--- config.mk ---
export PLATFORM = sky130hd
export DESIGN_NAME = instr_encoder
export DESIGN_NICKNAME = d
export VERILOG_FILES = /design/src/rtl/instr_encoder.sv
export SDC_FILE = /design/constraint.sdc
export NUM_CORES = 1
export LEC_CHECK = 0
export CORE_MARGIN = 1.5
export CORE_UTILIZATION = 43
export DETAILED_ROUTE_END_ITERATION = 12
export GPL_TIMING_DRIVEN = 0
export PLACE_DENSITY = 0.71
export SETUP_SLACK_MARGIN = 0.5
export SYNTH_ARGS = -nofsm -noshare
export SYNTH_HDL_FRONTEND = slang
export SYNTH_SLANG_ARGS = --single-unit
--- constraint.sdc ---
create_clock -name clk_i -period 4.8 [get_ports clk_i]
set_input_delay 0.72 -clock clk_i [delete_from_list [all_inputs] [get_ports clk_i]]
set_output_delay 0.72 -clock clk_i [all_outputs]
set_load 0.01 [all_outputs]
--- src/rtl/instr_encoder.sv ---
// ---------------------------------------------------------------------------
// instr_encoder
//   Packs decoded RISC-V fields plus a 32-bit immediate into a 32-bit
//   instruction word. This is the inverse of the immediate extender and uses
//   the same 2-bit format code (00 I, 01 S, 10 B, 11 R). Words stream out
//   with an instruction-memory write address, an out-of-range flag, a
//   sticky first-error capture and a saturating word count.
//
//   Pipeline: stage 1 registers the raw fields; stage 2 registers the packed
//   word and its range flag. One word per cycle, and a word accepted at
//   edge N is presented after edge N+1.
//
// Ports
//   clk_i, rst_ni      clock (rising edge), async active-low reset
//   clr_i              sync clear of address, count and error capture
//   in_valid_i/in_ready_o     input handshake
//   immsrc_i           immediate format code
//   opcode_i, rd_i, funct3_i, rs1_i, rs2_i, funct7_i, imm_i   input fields
//   out_valid_o/out_ready_i   output handshake
//   instr_o, addr_o, err_o    presented word, its address, range flag
//   err_sticky_o, err_addr_o  first erroneous word seen, and its address
//   count_o            words handshaken, saturating at 0xFFFF
// ---------------------------------------------------------------------------
module instr_encoder #(
  parameter int ADDR_WIDTH = 8,
  parameter int BASE_ADDR  = 0
) (
  input  logic                  clk_i,
  input  logic                  rst_ni,
  input  logic                  clr_i,
  input  logic                  in_valid_i,
  output logic                  in_ready_o,
  input  logic [1:0]            immsrc_i,
  input  logic [6:0]            opcode_i,
  input  logic [4:0]            rd_i,
  input  logic [2:0]            funct3_i,
  input  logic [4:0]            rs1_i,
  input  logic [4:0]            rs2_i,
  input  logic [6:0]            funct7_i,
  input  logic [31:0]           imm_i,
  output logic                  out_valid_o,
  input  logic                  out_ready_i,
  output logic [31:0]           instr_o,
  output logic [ADDR_WIDTH-1:0] addr_o,
  output logic                  err_o,
  output logic                  err_sticky_o,
  output logic [ADDR_WIDTH-1:0] err_addr_o,
  output logic [15:0]           count_o
);

  localparam logic [31:0]           BASE_WORD    = 32'(BASE_ADDR);
  // Instruction memory is word addressed in bytes, so the base is forced
  // onto a 4-byte boundary.
  localparam logic [ADDR_WIDTH-1:0] BASE_ALIGNED = {BASE_WORD[ADDR_WIDTH-1:2], 2'b00};
  localparam logic [ADDR_WIDTH-1:0] ADDR_STEP    = ADDR_WIDTH'(4);

  localparam logic [1:0] FMT_I = 2'b00;
  localparam logic [1:0] FMT_S = 2'b01;
  localparam logic [1:0] FMT_B = 2'b10;
  localparam logic [1:0] FMT_R = 2'b11;

  // Stage 1 field registers
  logic        r_s1_valid;
  logic [1:0]  r_s1_immsrc;
  logic [6:0]  r_s1_opcode;
  logic [4:0]  r_s1_rd;
  logic [2:0]  r_s1_funct3;
  logic [4:0]  r_s1_rs1;
  logic [4:0]  r_s1_rs2;
  logic [6:0]  r_s1_funct7;
  logic [31:0] r_s1_imm;

  // Stage 2 word registers
  logic        r_s2_valid;
  logic [31:0] r_s2_instr;
  logic        r_s2_err;

  // Write-side bookkeeping
  logic [ADDR_WIDTH-1:0] r_addr;
  logic [15:0]           r_count;
  logic                  r_err_sticky;
  logic [ADDR_WIDTH-1:0] r_err_addr;

  // Low throughout reset and set by the first edge after release, so that
  // in_ready_o reads 0 while the block is held in reset.
  logic r_run;

  logic        w_s2_free;
  logic        w_s1_load;
  logic        w_in_hs;
  logic        w_out_hs;
  logic [31:0] w_packed;
  logic        w_range_err;
  logic        w_imm12_ok;
  logic        w_imm13_ok;

  // -------------------------------------------------------------------------
  // Flow control
  // -------------------------------------------------------------------------
  assign w_s2_free = !r_s2_valid | out_ready_i;
  assign w_s1_load = r_run & (!r_s1_valid | w_s2_free);
  assign w_in_hs   = in_valid_i & w_s1_load;
  assign w_out_hs  = r_s2_valid & out_ready_i;

  always_ff @(posedge clk_i or negedge rst_ni) begin
    if (!rst_ni) begin
      r_run <= 1'b0;
    end else begin
      r_run <= 1'b1;
    end
  end

  // -------------------------------------------------------------------------
  // Stage 1: capture input fields
  // -------------------------------------------------------------------------
  always_ff @(posedge clk_i or negedge rst_ni) begin
    if (!rst_ni) begin
      r_s1_valid  <= 1'b0;
      r_s1_immsrc <= '0;
      r_s1_opcode <= '0;
      r_s1_rd     <= '0;
      r_s1_funct3 <= '0;
      r_s1_rs1    <= '0;
      r_s1_rs2    <= '0;
      r_s1_funct7 <= '0;
      r_s1_imm    <= '0;
    end else if (w_s1_load) begin
      r_s1_valid <= in_valid_i;
      if (w_in_hs) begin
        r_s1_immsrc <= immsrc_i;
        r_s1_opcode <= opcode_i;
        r_s1_rd     <= rd_i;
        r_s1_funct3 <= funct3_i;
        r_s1_rs1    <= rs1_i;
        r_s1_rs2    <= rs2_i;
        r_s1_funct7 <= funct7_i;
        r_s1_imm    <= imm_i;
      end
    end
  end

  // -------------------------------------------------------------------------
  // Packing. Fields a format does not consume pass through from the inputs,
  // so the R layout is the starting point and each format overwrites only
  // its immediate slices.
  // -------------------------------------------------------------------------
  always_comb begin
    w_packed = {r_s1_funct7, r_s1_rs2, r_s1_rs1, r_s1_funct3, r_s1_rd, r_s1_opcode};
    unique case (r_s1_immsrc)
      FMT_I: w_packed = {r_s1_imm[11:0], r_s1_rs1, r_s1_funct3, r_s1_rd, r_s1_opcode};
      FMT_S: w_packed = {r_s1_imm[11:5], r_s1_rs2, r_s1_rs1, r_s1_funct3,
                         r_s1_imm[4:0], r_s1_opcode};
      FMT_B: w_packed = {r_s1_imm[12], r_s1_imm[10:5], r_s1_rs2, r_s1_rs1, r_s1_funct3,
                         r_s1_imm[4:1], r_s1_imm[11], r_s1_opcode};
      FMT_R: w_packed = {r_s1_funct7, r_s1_rs2, r_s1_rs1, r_s1_funct3, r_s1_rd, r_s1_opcode};
      default: w_packed = {r_s1_funct7, r_s1_rs2, r_s1_rs1, r_s1_funct3, r_s1_rd, r_s1_opcode};
    endcase
  end

  // An immediate fits in N signed bits when every bit above N-1 equals the
  // sign bit, i.e. bits [31:N-1] are all zeros or all ones.
  assign w_imm12_ok = (&r_s1_imm[31:11]) | ~(|r_s1_imm[31:11]);
  assign w_imm13_ok = (&r_s1_imm[31:12]) | ~(|r_s1_imm[31:12]);

  always_comb begin
    w_range_err = 1'b0;
    unique case (r_s1_immsrc)
      FMT_I, FMT_S: w_range_err = !w_imm12_ok;
      // Branch offsets are halfword aligned; an odd offset would silently
      // lose imm[0] in the encoding.
      FMT_B:        w_range_err = !w_imm13_ok | r_s1_imm[0];
      FMT_R:        w_range_err = 1'b0;
      default:      w_range_err = 1'b0;
    endcase
  end

  // -------------------------------------------------------------------------
  // Stage 2: packed word and range flag. Held while stalled.
  // -------------------------------------------------------------------------
  always_ff @(posedge clk_i or negedge rst_ni) begin
    if (!rst_ni) begin
      r_s2_valid <= 1'b0;
      r_s2_instr <= '0;
      r_s2_err   <= 1'b0;
    end else if (w_s2_free) begin
      r_s2_valid <= r_s1_valid;
      if (r_s1_valid) begin
        r_s2_instr <= w_packed;
        r_s2_err   <= w_range_err;
      end
    end
  end

  // -------------------------------------------------------------------------
  // Address, count and first-error capture. A clear on the same edge as a
  // handshake wins: the word went out at the old address but is not counted
  // or captured.
  // -------------------------------------------------------------------------
  always_ff @(posedge clk_i or negedge rst_ni) begin
    if (!rst_ni) begin
      r_addr       <= BASE_ALIGNED;
      r_count      <= '0;
      r_err_sticky <= 1'b0;
      r_err_addr   <= '0;
    end else if (clr_i) begin
      r_addr       <= BASE_ALIGNED;
      r_count      <= '0;
      r_err_sticky <= 1'b0;
      r_err_addr   <= '0;
    end else if (w_out_hs) begin
      r_addr <= r_addr + ADDR_STEP;
      if (r_count != 16'hFFFF) begin
        r_count <= r_count + 16'd1;
      end
      if (r_s2_err && !r_err_sticky) begin
        r_err_sticky <= 1'b1;
        r_err_addr   <= r_addr;
      end
    end
  end

  // -------------------------------------------------------------------------
  // Outputs
  // -------------------------------------------------------------------------
  assign in_ready_o   = w_s1_load;
  assign out_valid_o  = r_s2_valid;
  assign instr_o      = r_s2_instr;
  assign err_o        = r_s2_err;
  assign addr_o       = r_addr;
  assign count_o      = r_count;
  assign err_sticky_o = r_err_sticky;
  assign err_addr_o   = r_err_addr;

endmodule

Word level (Yosys, flattened, before mapping)
Cells that the tools add are included.

operators by class
  add/subtract/negate cells = 2
  multiply operators = 0
  divide/modulo/power cells = 0
  order comparisons = 0
  equality and inequality tests = 4
  shift operators = 0
  mux-type cells = 13
  bitwise gates (word level) = 10
  reductions and logical operators = 19

operators with widths
  kind                                                                    count
  32-bit one-hot mux with 4 select lines                                  1
  16-bit two-way mux                                                      3
  8-bit two-way mux                                                       5
  21-bit AND reduction                                                    1
  21-bit OR reduction                                                     1
  20-bit AND reduction                                                    1
  20-bit OR reduction                                                     1
  16-bit by 1-bit adder with 16-bit output (second input constant)        1
  16-bit != test (second input constant)                                  1
  8-bit by 3-bit adder with 8-bit output (second input constant)          1
  2-bit AND reduction                                                     4
  2-bit nonzero test                                                      3
  1-bit zero test                                                         5
  1-bit OR                                                                5
  2-bit equality test (second input constant)                             2
  1-bit bitwise AND                                                       3
  1-bit two-way mux                                                       3
  1-bit one-hot mux with 3 select lines                                   1
  2-bit by 1-bit equality test with 1-bit output (second input constant)  1
  2-bit zero test                                                         1
  1-bit NOT                                                               2
  2-bit OR reduction                                                      1
  1-bit logical AND                                                       1

storage, ports and cells
  bits in registers = 135
  bits in latches = 0
  bits in writable memories = 0
  memory bits (read-only) = 0
  input bits = 71
  output and inout bits = 68
  logic and storage cells = 65
  memories kept = 0

Logic depth before layout (Yosys ltp)
Gate-level depths: netlist of the first run.

  word-level depth = 6
  depth in mapped cells = 7

Worst setup path after synthesis of the first run
Ideal clock, no wire load.

  kind = input to register
  start point = in out_ready_i
  end point = reg r_s1_funct3[0]
  data arrival time = 2.125 ns
  setup slack = 2.550 ns
  stages on the path = 6
  buffers on the path = 2
  cell sequence = nand2b_1 o21a_1 nand2_1 clkbuf_1 buf_2 mux2_2

on the way
  cells in the longest elaborated chain, start to end = 5

ends and longest elaborated chain
  item                                    RTL line  text
  start: declaration                      42        input logic out_ready_i,
  1-bit OR *                              100       assign w_s2_free = !r_s2_valid | out_ready_i;
  1-bit OR *                              101       assign w_s1_load = r_run & (!r_s1_valid | w_s2_free);
  1-bit bitwise AND *                     101
  net in_ready_o                          32        output logic in_ready_o,
  1-bit bitwise AND                       102       assign w_in_hs = in_valid_i & w_s1_load;
  2-bit AND reduction (no source line) *  -
  end signal: assignment                  133       r_s1_funct3 <= funct3_i;
  end: declaration                        67        logic [2:0] r_s1_funct3;

The timed path passes the listed nets; every way through them passes the cells marked *.
A chain may end at the register's enable or synchronous reset.

Worst setup path after layout of the first run
  start point = in out_ready_i
  end point = out in_ready_o

on the way
  cells in the longest elaborated chain, start to end = 3

ends and longest elaborated chain
  item               RTL line
  1-bit OR           100
  1-bit OR           101
  1-bit bitwise AND  101
  end: declaration   32

No other way between the ends.

==> results.sh, run 1 <==
export IMPL_run_status="finished, final reports clean"
export IMPL_critical_path_top_delay_family="buffers and inverters"
export IMPL_placedInstanceArea_um2=7168
export IMPL_postLayoutCellArea_um2=7874
export IMPL_grt_met3_usage_pct=7.836
export IMPL_drt_first_iter_violations=235
export IMPL_multiInputGateArea_um2=2140
export IMPL_critical_path_type="in2out"
export IMPL_core_area_um2=12620
export IMPL_finalClockSkew_ns=0.006858
export IMPL_viasPerCell=5.063
export IMPL_grt_first_pass_wirelength_mm=20.13
export IMPL_critical_path_rt_ns=4.08
export IMPL_timing_critical_path_slowest_stage_cell="clkdlybuf4s50_1"
export IMPL_finalSetupTns_ns=0
export IMPL_utilization_pct=62.39
export IMPL_cts_path_max_buffers=2
export IMPL_post_route_period_util_pct=59.46
export IMPL_postSynthAreaPerCell_um2=12.78
export IMPL_clock_root_buffer="clkbuf_16"
export IMPL_timing_max_slew_rel_slack_pct=55.43
export IMPL_endpoint_kind="output port"
export IMPL_final_period_minus_worst_setup_slack_ns=2.854
export IMPL_final_fill_count=1007
export IMPL_maxSlewViolCount=0
export IMPL_path_clk_slew_ns=0.05
export IMPL_dpl_hpwl_mm=8.881
export IMPL_crit_chain="clkdlybuf4s50_1 -> nand2b_1 -> o21a_1 -> clkdlybuf4s50_1"
export IMPL_finalWirelength_mm=12.44
export IMPL_grt_max_degree=93
export IMPL_use_met1_pct=24.44
export IMPL_arrival_time_at_the_worst_endpoint_ns=2.13
export IMPL_crit_path_max_incr_delay_ns=0.59
export IMPL_r2r_cells=6
export IMPL_row_count=41
export IMPL_initial_utilization_pct=44.05
export IMPL_p_leak_nw=3.343
export IMPL_grt_remaining_overflow=0
export IMPL_numCtsBuffers=17
export IMPL_buffer_ports_inserted=136
export IMPL_critPathLaunchType="primary input"
export IMPL_antenna_cells=0
export IMPL_syn_cell_area_um2=5559
export IMPL_die_wd_um=116.7
export IMPL_synth_fa_ha_area_share_pct=0.4501
export IMPL_syn_instance_count=435
export IMPL_resized_gates_after_cts=0
export IMPL_cts_repair_timing_setup_buffer_count=0
export IMPL_synth_seq_area_share_pct=59.42
export IMPL_nNetsFinal=665
export IMPL_synthSimpleGateAreaFrac_pct=9.858
export IMPL_power_density_cell_area_nw_per_um2=490.1
export IMPL_detail_route_antenna_nets=0
export IMPL_grt_antenna_before_repair=0
export IMPL_clock_tree_from_tritoncts="done"
export IMPL_critical_path_buf_inv_count=2
export IMPL_floorplan_die_height_um=116.7
export IMPL_crit_path_max_fanout=3
export IMPL_global_route_usage_met2_pct=30.64
export IMPL_drive_gt1_share_pct=21.32
export IMPL_first_global_vias=4006
export IMPL_gp_congestion=0.8238
export IMPL_library_cell_appearing_most_often_on_the_critical_path="clkdlybuf4s50_1"
export IMPL_setup_violations=0
export IMPL_fmax_ghz=0.3504
export IMPL_synth_compound_area_share_pct=4.299
export IMPL_min_delay_path_class="in2async"
export IMPL_critical_path_cell_count=4
export IMPL_busiest_layer_in_global_routing="met2"
export IMPL_max_capacitance_violation_count=0
export IMPL_synth_ff_latch_count=132
export IMPL_report_power_total_mw=3.859
export IMPL_largest_family_of_logic_cells_by_synthesized_area="multiplexers"
export IMPL_timing_worst_slew_pin_value_ns=0.6685
export IMPL_routed_wire_length_per_instance_um=16.01
export IMPL_cts_hold_repair_buffers=0
export IMPL_layout_area_overhead_vs_synth_pct=41.64
export IMPL_drcViolationCount=0
export IMPL_final_cells=777
export IMPL_yosys_cell_types=41
export IMPL_yosysWarnings=0
export IMPL_die_area_um2=13620
export IMPL_design_portCount=139
export IMPL_muxShareOfSynthArea_pct=21.31
export IMPL_synthXorXnorAreaFrac_pct=2.363
export IMPL_h_tree_depth=4
export IMPL_insertion_delay_ns=0.41
export IMPL_track_usage_pct=19.51
export IMPL_vdd_ir_drop_worst_v=0.0002826
export IMPL_rsz0062_at_grt="false"
export IMPL_drt_pass1_iterations=5
export IMPL_sequential_cell_area_um2=3303
export IMPL_hold_violations=0
export IMPL_clkSinkCount=132
export IMPL_number_of_placed_instances_taps_included=745
export IMPL_dr_total_vias=3934
layer usage:
layer | up-vias | part of all wire [%]
met2 | 121 | 47
met1 | 1943 | 44
met3 | 12 | 8.0
li1 | 1858 | -
met4 | 0 | 1.1
met5 | - | 0
per-stage QoR:
| step | hold WS [ns] | worst slack (ns) |
|---|---|---|
| after CTS | 0.2152 | 1.944 |
| after floorplan | 0.4244 | 2.550 |
| final | 0.2128 | 1.946 |
| after detailed placement | 0.4782 | 1.717 |
| after global routing | 0.2332 | 1.895 |
| after global placement | 0.4609 | -2.063 |
placed cells by master (no fill, tap or decap), types with 4 or more instances in the layout:
cell type	count
a21oi_1	9
clkdlybuf4s50_1	135
bufinv_16	7
nor4_1	6
dfrtp_1	132
clkbuf_16	17
clkbuf_1	13
o21ai_0	25
nor2_1	28
or4_1	4
nand3_1	6
nand2_1	32
mux2_2	83
mux2i_1	25
nand4_1	12
xnor2_1	12
final timing paths:
check / end / slack, ns / start
worst max register to register: r_s1_opcode[5] / 2.64 / out_valid_o
min in group clk_i: instr_o[7] / 0.48 / instr_o[7]
max in group asynchronous: r_s1_imm[7] / 3.81 / rst_ni
worst min register to register: instr_o[7] / 0.48 / instr_o[7]
worst max-delay path: in_ready_o / 1.95 / out_ready_i
worst min-delay path: addr_o[4] / 0.21 / rst_ni
cell usage after synthesis (all sizes together):
library cell	n	area [µm²]
a21o	1	7.510
o31ai	2	15.01
or4	4	30.03
nand2	32	120.1
mux2	83	934.7
ha	2	25.02
buf	10	67.56
a211oi	2	15.01
nand2b	3	18.77
and4	2	20.02
nand4	12	75.07
o21a	1	7.510
or3	2	12.51
and3b	1	8.760
nor3	4	25.02
nor2	28	105.1
mux2i	25	250.2
nor3b	2	15.01
conb	2	7.510
xor2	3	26.28
clkbuf	13	48.80
a21oi	9	45.04
xnor2	12	105.1
nor4	6	37.54
o21ai	25	125.1
a22oi	2	15.01
nand3b	1	7.510
a2111oi	1	8.760
dfrtp	132	3303
and3	2	17.52
or2	1	6.260
inv	1	3.750
nand3	6	30.03
and2	3	18.77
where the power goes:
group          leakage (nW)  total, mW  switching (mW)  internal (mW)
registers              1.63       1.50           0.146           1.35
clock network         0.339       1.53           0.477           1.05
logic                  1.38      0.828           0.340          0.488
registers in the layout, indices dropped and copies added, names as in the netlist, 2 cells and up:
name	count
r_s1_rs2	5
err_addr_o	7
instr_o	32
r_s1_rs1	5
r_s1_funct7	7
addr_o	6
r_s1_opcode	7
r_s1_rd	5
r_s1_imm	32
count_o	16
r_s1_funct3	3
r_s1_immsrc	2
cell families (layout without fill, tap and decap cells):
kind of cell / Yosys count / after routing
flip-flops: 132 / 132
AND/OR/NAND/NOR: 109 / 109
XOR/XNOR: 15 / 15
other: 2 / 3
adder cells (fa/ha/maj): 2 / 2
AO/OA/AOI/OAI: 43 / 43
buffers and inverters: 24 / 193
multiplexers: 108 / 108
area by class of cell:
type | instances | area share [%]
inverter | 1 | 0.04767
timing repair buffer | 137 | 17.65
clock buffer | 19 | 5.752
clock inverter | 13 | 3.210
tap | 172 | 2.733
buffer | 23 | 1.478
multi-input combinational | 280 | 27.17
sequential | 132 | 41.95
(Power assumes the default switching activity.)
==> run 2: changes to the inputs <==
- clock period: 4.8 -> 2.7 ns (I/O delays scaled with it)
==> run 2 against run 1 <==
Against the previous run: count of clock-buffer cells in the layout unchanged; cell area up 0.14%; combinational power up 78%; register-to-register slack worse by 2.0 ns; power up 78%; first-iteration DRC count up 6.8%; critical endpoint is now r_s1_opcode[5]; largest power group unchanged.
==> results.sh, run 2 (synthesized netlist as in run 1, its figures left out) <==
export IMPL_grt_first_pass_wirelength_mm=20.13
export IMPL_numCtsBuffers=17
export IMPL_grt_remaining_overflow=0
export IMPL_timing_max_slew_rel_slack_pct=55.78
export IMPL_timing_rr_start="count_o[0]"
export IMPL_layout_cells_most_common="clkdlybuf4s50_1"
export IMPL_power_density_cell_area_nw_per_um2=869.9
export IMPL_viasPerCell=5.044
export IMPL_p_leak_nw=3.355
export IMPL_clkSinkCount=132
export IMPL_grt_antenna_before_repair=0
export IMPL_detail_route_antenna_nets=0
export IMPL_crit_path_max_incr_delay_ns=0.43
export IMPL_drt_first_iter_violations=251
export IMPL_initial_utilization_pct=44.05
export IMPL_r2r_cells=7
export IMPL_regToRegEndpoint="count_o[9]"
export IMPL_clock_root_buffer="clkbuf_16"
export IMPL_buffer_ports_inserted=136
export IMPL_min_delay_path_class="in2async"
export IMPL_clock_tree_from_tritoncts="done"
export IMPL_die_wd_um=116.7
export IMPL_setup_violations=0
export IMPL_crit_path_max_fanout=10
export IMPL_post_route_period_util_pct=77.37
export IMPL_utilization_pct=62.48
export IMPL_mostFrequentLayoutCells="clkdlybuf4s50_1, dfrtp_1, mux2_2"
export IMPL_drive_gt1_share_pct=21.62
export IMPL_fmax_ghz=0.4787
export IMPL_finalClockSkew_ns=0.006818
export IMPL_setup_reg_to_reg_worst_slack_ns=0.63
export IMPL_path_clk_slew_ns=0.06
export IMPL_layout_area_overhead_vs_synth_pct=41.84
export IMPL_final_cells=778
export IMPL_crit_chain="clkdlybuf4s50_1 -> nand2b_1 -> o21a_1 -> nand2_1 -> clkbuf_2 -> buf_2 -> mux2_2"
export IMPL_die_area_um2=13620
export IMPL_gp_congestion=0.8238
export IMPL_track_usage_pct=19.52
export IMPL_routed_wire_length_per_instance_um=15.97
export IMPL_insertion_delay_ns=0.41
export IMPL_critical_path_top_delay_family="buffers and inverters"
export IMPL_design_portCount=139
export IMPL_hold_violations=0
export IMPL_first_global_vias=4006
export IMPL_run_status="finished, final reports clean"
export IMPL_critPathLaunchType="primary input"
export IMPL_final_period_minus_worst_setup_slack_ns=2.089
export IMPL_dpl_hpwl_mm=8.881
export IMPL_antenna_cells=0
export IMPL_row_count=41
export IMPL_maxSlewViolCount=0
export IMPL_drt_pass1_iterations=5
export IMPL_critical_path_buf_inv_count=3
export IMPL_rsz0062_at_grt="false"
export IMPL_floorplan_die_height_um=116.7
export IMPL_critical_path_cell_count=7
export IMPL_drcViolationCount=0
export IMPL_number_of_placed_instances_taps_included=745
export IMPL_core_area_um2=12620
export IMPL_dr_total_vias=3924
export IMPL_grt_max_degree=93
export IMPL_finalWirelength_mm=12.43
export IMPL_endpoint_kind="flop"
export IMPL_cts_path_max_buffers=2
export IMPL_critical_path_rt_ns=3.00
export IMPL_arrival_time_at_the_worst_endpoint_ns=2.39
export IMPL_cp_endpoint="r_s1_opcode[5]"
export IMPL_nNetsFinal=666
export IMPL_timing_critical_path_slowest_stage_cell="clkdlybuf4s50_1"
export IMPL_crit_start="out_ready_i"
export IMPL_timing_worst_slew_pin_value_ns=0.6634
export IMPL_max_capacitance_violation_count=0
export IMPL_critical_path_type="in2reg"
export IMPL_h_tree_depth=4
export IMPL_vdd_ir_drop_worst_v=0.0005025
-- run 2: changes by cell type in the layout (fill, tap and decap cells not counted) --
| cell | previous run | this run |
|---|---|---|
| clkdlybuf4s50_1 | 135 | 134 |
| clkbuf_2 | 0 | 2 |
| clkbuf_1 | 13 | 11 |
| dlygate4sd2_1 | 0 | 1 |
| dlygate4sd3_1 | 0 | 1 |
-- run 2: through the flow --
step | setup TNS [ns] | cell area, µm² | power [mW] | worst slack [ns] | hold slack (ns)
6_report | 0 | 7885 | 6.859 | 0.6111 | 0.4750
2_1_floorplan | 0 | 5563 | 3.349 | 0.7653 | 0.1094
4_1_cts | 0 | 7884 | 6.934 | 0.5443 | 0.4814
3_3_place_gp | -508.12 | 7139 | 4.126 | -3.848 | 0.4609
5_1_grt | 0 | 7885 | 7.194 | 0.5076 | 0.5112
3_5_place_dp | -1.282 | 7168 | 4.180 | -0.06811 | 0.3423
-- run 2: cell type report --
cell class              instances  area, µm²
well taps                     172      215.2
inverters                       1      3.754
plain buffers                  23      118.9
clock buffers                  19      452.9
repair buffers                138       1399
clock inverters                13      252.7
fillers                      1007       4735
multi-input cells             280       2140
flip-flops and latches        132       3303
-- run 2: report_power, final --
part           internal, mW  switching (mW)
combinational         0.869           0.602
sequential             2.41           0.260
clock                  1.87           0.847
total                  5.15            1.71
-- run 2: what timing repair did --
item / CTS / global route
pin swaps: 0 / 1
endpoints found under the setup margin: 30 / 7
hold endpoints to repair: 40 / 0
gates resized for setup: 2 / 2
hold buffers: 1 / 0
setup buffers: 0 / 0
-- run 2: worst reg2reg max path: stages (launching register included) --
cell,delay (ns)
dfrtp_1,0.44
ha_1,0.27
and4_4,0.18
buf_6,0.12
a21o_1,0.16
buf_6,0.13
or4_1,0.51
a21oi_1,0.17
-- run 2: routing by layer --
metal | vias up | GRT usage [%] | part of all wire [%]
li1 | 1860 | - | -
met1 | 1930 | 24.48 | 43
met2 | 122 | 30.64 | 47
met3 | 12 | 7.836 | 8.6
met4 | 0 | 7.149 | 1.1
met5 | - | 0 | 0
-- run 2: worst min-delay path by stage --
stage | from | to | slack, ns
6_report | rst_ni | addr_o[4] | 0.48
4_1_cts | rst_ni | addr_o[4] | 0.48
2_1_floorplan | rst_ni | addr_o[2] | 0.11
5_1_grt | rst_ni | err_addr_o[6] | 0.51
3_5_place_dp | rst_ni | addr_o[4] | 0.34
3_3_place_gp | r_s1_valid | out_valid_o | 0.46
==> run 3: changes to the inputs <==
- clock period: 2.7 -> 2 ns (I/O delays scaled with it)
==> run 3 against run 2 <==
Against the previous run: count of clock-buffer cells in the layout is 5 higher; global-route usage is 3.1 points higher; critical endpoint is now count_o[9]; largest cell class unchanged; sequential cell count did not move; combinational power up 59%; setup slack got worse by 0.44 ns; wire length increased by 22%; cell area rose by 14%.
==> results.sh, run 3 (synthesized netlist as in run 1, its figures left out) <==
export IMPL_run_status="finished, final reports clean"
export IMPL_grt_max_degree=71
export IMPL_routed_wire_length_per_instance_um=18.13
export IMPL_whs_ns=0.4387
export IMPL_mostFrequentLayoutCells="dfrtp_1, clkdlybuf4s50_1, mux2_4"
export IMPL_endpoint_kind="flop"
export IMPL_final_period_minus_worst_setup_slack_ns=1.832
export IMPL_gp_congestion=0.7992
export IMPL_layout_cells_most_common="dfrtp_1"
export IMPL_cts_path_max_buffers=2
export IMPL_finalWirelength_mm=15.18
export IMPL_sequential_cell_area_um2=3309
export IMPL_dr_total_vias=4324
export IMPL_postLayoutCellArea_um2=8976
export IMPL_numCtsBuffers=17
export IMPL_floorplan_die_height_um=116.7
export IMPL_multiInputGateArea_um2=2579
export IMPL_post_route_period_util_pct=91.60
export IMPL_grt_remaining_overflow=0
export IMPL_arrival_time_at_the_worst_endpoint_ns=2.18
export IMPL_path_clk_slew_ns=0.06
export IMPL_dpl_hpwl_mm=8.907
export IMPL_rsz0062_at_grt="true"
export IMPL_buffer_ports_inserted=136
export IMPL_h_tree_depth=4
export IMPL_viasPerCell=5.166
export IMPL_grt_first_pass_wirelength_mm=22.81
export IMPL_drt_pass1_iterations=4
export IMPL_row_count=41
export IMPL_drt_first_iter_violations=263
export IMPL_clkSinkCount=132
export IMPL_clock_root_buffer="clkbuf_16"
export IMPL_layout_area_overhead_vs_synth_pct=61.47
export IMPL_detail_route_antenna_nets=0
export IMPL_timing_max_slew_rel_slack_pct=60.75
export IMPL_design_portCount=139
export IMPL_timing_worst_slew_pin_value_ns=0.5888
export IMPL_crit_path_max_fanout=5
export IMPL_final_fill_count=890
export IMPL_max_capacitance_violation_count=0
export IMPL_p_leak_nw=4.356
export IMPL_critPathLaunchType="flop"
export IMPL_finalClockSkew_ns=0.005463
export IMPL_core_area_um2=12620
export IMPL_vdd_ir_drop_worst_v=0.0005809
export IMPL_insertion_delay_ns=0.42
export IMPL_placedInstanceArea_um2=7342
export IMPL_final_critical_path_setup_slack_ns=0.1681
export IMPL_initial_utilization_pct=44.05
export IMPL_critical_path_rt_ns=2.35
export IMPL_die_area_um2=13620
export IMPL_worst_setup_timing_slack_at_the_placement_stage_ns=-0.2630
export IMPL_first_global_vias=4388
export IMPL_nNetsFinal=725
export IMPL_min_delay_path_class="in2async"
export IMPL_power_density_cell_area_nw_per_um2=1009
export IMPL_drcViolationCount=0
export IMPL_critical_path_type="reg2reg"
export IMPL_die_wd_um=116.7
export IMPL_antenna_cells=0
export IMPL_track_usage_pct=22.59
export IMPL_fmax_ghz=0.5459
export IMPL_grt_antenna_before_repair=0
export IMPL_drive_gt1_share_pct=36.54
export IMPL_setup_violations=0
export IMPL_maxSlewViolCount=0
export IMPL_clock_tree_from_tritoncts="done"
export IMPL_hold_violations=0
[run 3: cell types whose count changed in the layout (fill, tap and decap cells not counted), sizes merged]
cell / before / now
buf: 12 / 75
bufinv: 7 / 2
clkbuf: 32 / 41
dlymetal6s2s: 0 / 1
clkinvlp: 2 / 3
clkinv: 4 / 3
clkdlybuf4s50: 134 / 70
dlygate4sd2: 1 / 56
[run 3: stage by stage]
step	setup TNS [ns]	utilization (%)	cells	power [mW]
floorplan	0	-	436	4.618
global placement	-586.57	57.95	744	5.653
detailed placement	-8.430	58.18	745	5.742
CTS	0	68.93	824	8.961
global route	0	71.13	837	9.479
finish	0	71.13	837	9.060
[run 3: final timing paths]
check | startpoint | end | slack (ns) | depth (start not counted)
max in group asynchronous | rst_ni | r_s1_imm[21] | 0.82 | 3
worst min-delay path | rst_ni | r_s1_opcode[1] | 0.44 | 2
worst min register to register | instr_o[28] | instr_o[28] | 0.49 | 2
worst max-delay path | count_o[0] | count_o[9] | 0.17 | 7
worst max register to register | count_o[0] | count_o[9] | 0.17 | 7
min in group clk_i | imm_i[28] | r_s1_imm[28] | 0.48 | 2
[run 3: per-layer routing]
| layer | vias to the layer above | part of all wire [%] | global-route usage, % |
|---|---|---|---|
| met5 | - | 0 | 0 |
| met4 | 0 | 2.7 | 9.639 |
| met3 | 34 | 5.7 | 6.124 |
| met2 | 142 | 50 | 37.43 |
| met1 | 2170 | 41 | 28.00 |
| li1 | 1978 | - | - |
[run 3: worst max-delay path, stage by stage, from the launching register on]
cell,delay (ns)
dfrtp_1,0.41
ha_2,0.20
and4_4,0.17
buf_6,0.11
a21o_1,0.18
buf_6,0.14
or4_4,0.41
a21oi_2,0.12
[run 3: power breakdown]
group / internal, mW / leakage, nW / switching [mW]
clock: 1.99 / 0.288 / 1.12
combinational: 1.37 / 2.45 / 0.967
sequential: 3.25 / 1.62 / 0.356
total: 6.61 / 4.36 / 2.45
[run 3: what timing repair did]
item,4_1_cts,5_1_grt
resized for setup,154,73
buffers inserted,39,12
pin swaps,15,8
hold buffers,1,0
endpoints found under the setup margin,188,128
cloned,7,1
endpoints found under the hold margin,62,0
[run 3: final cells by class]
class,count,area share [%]
clock inverter,8,1.087
timing repair buffer,197,22.02
inverter,1,0.04182
clock buffer,24,5.590
multi-input combinational,280,28.73
sequential,132,36.87
buffer,23,3.262
tap,172,2.398
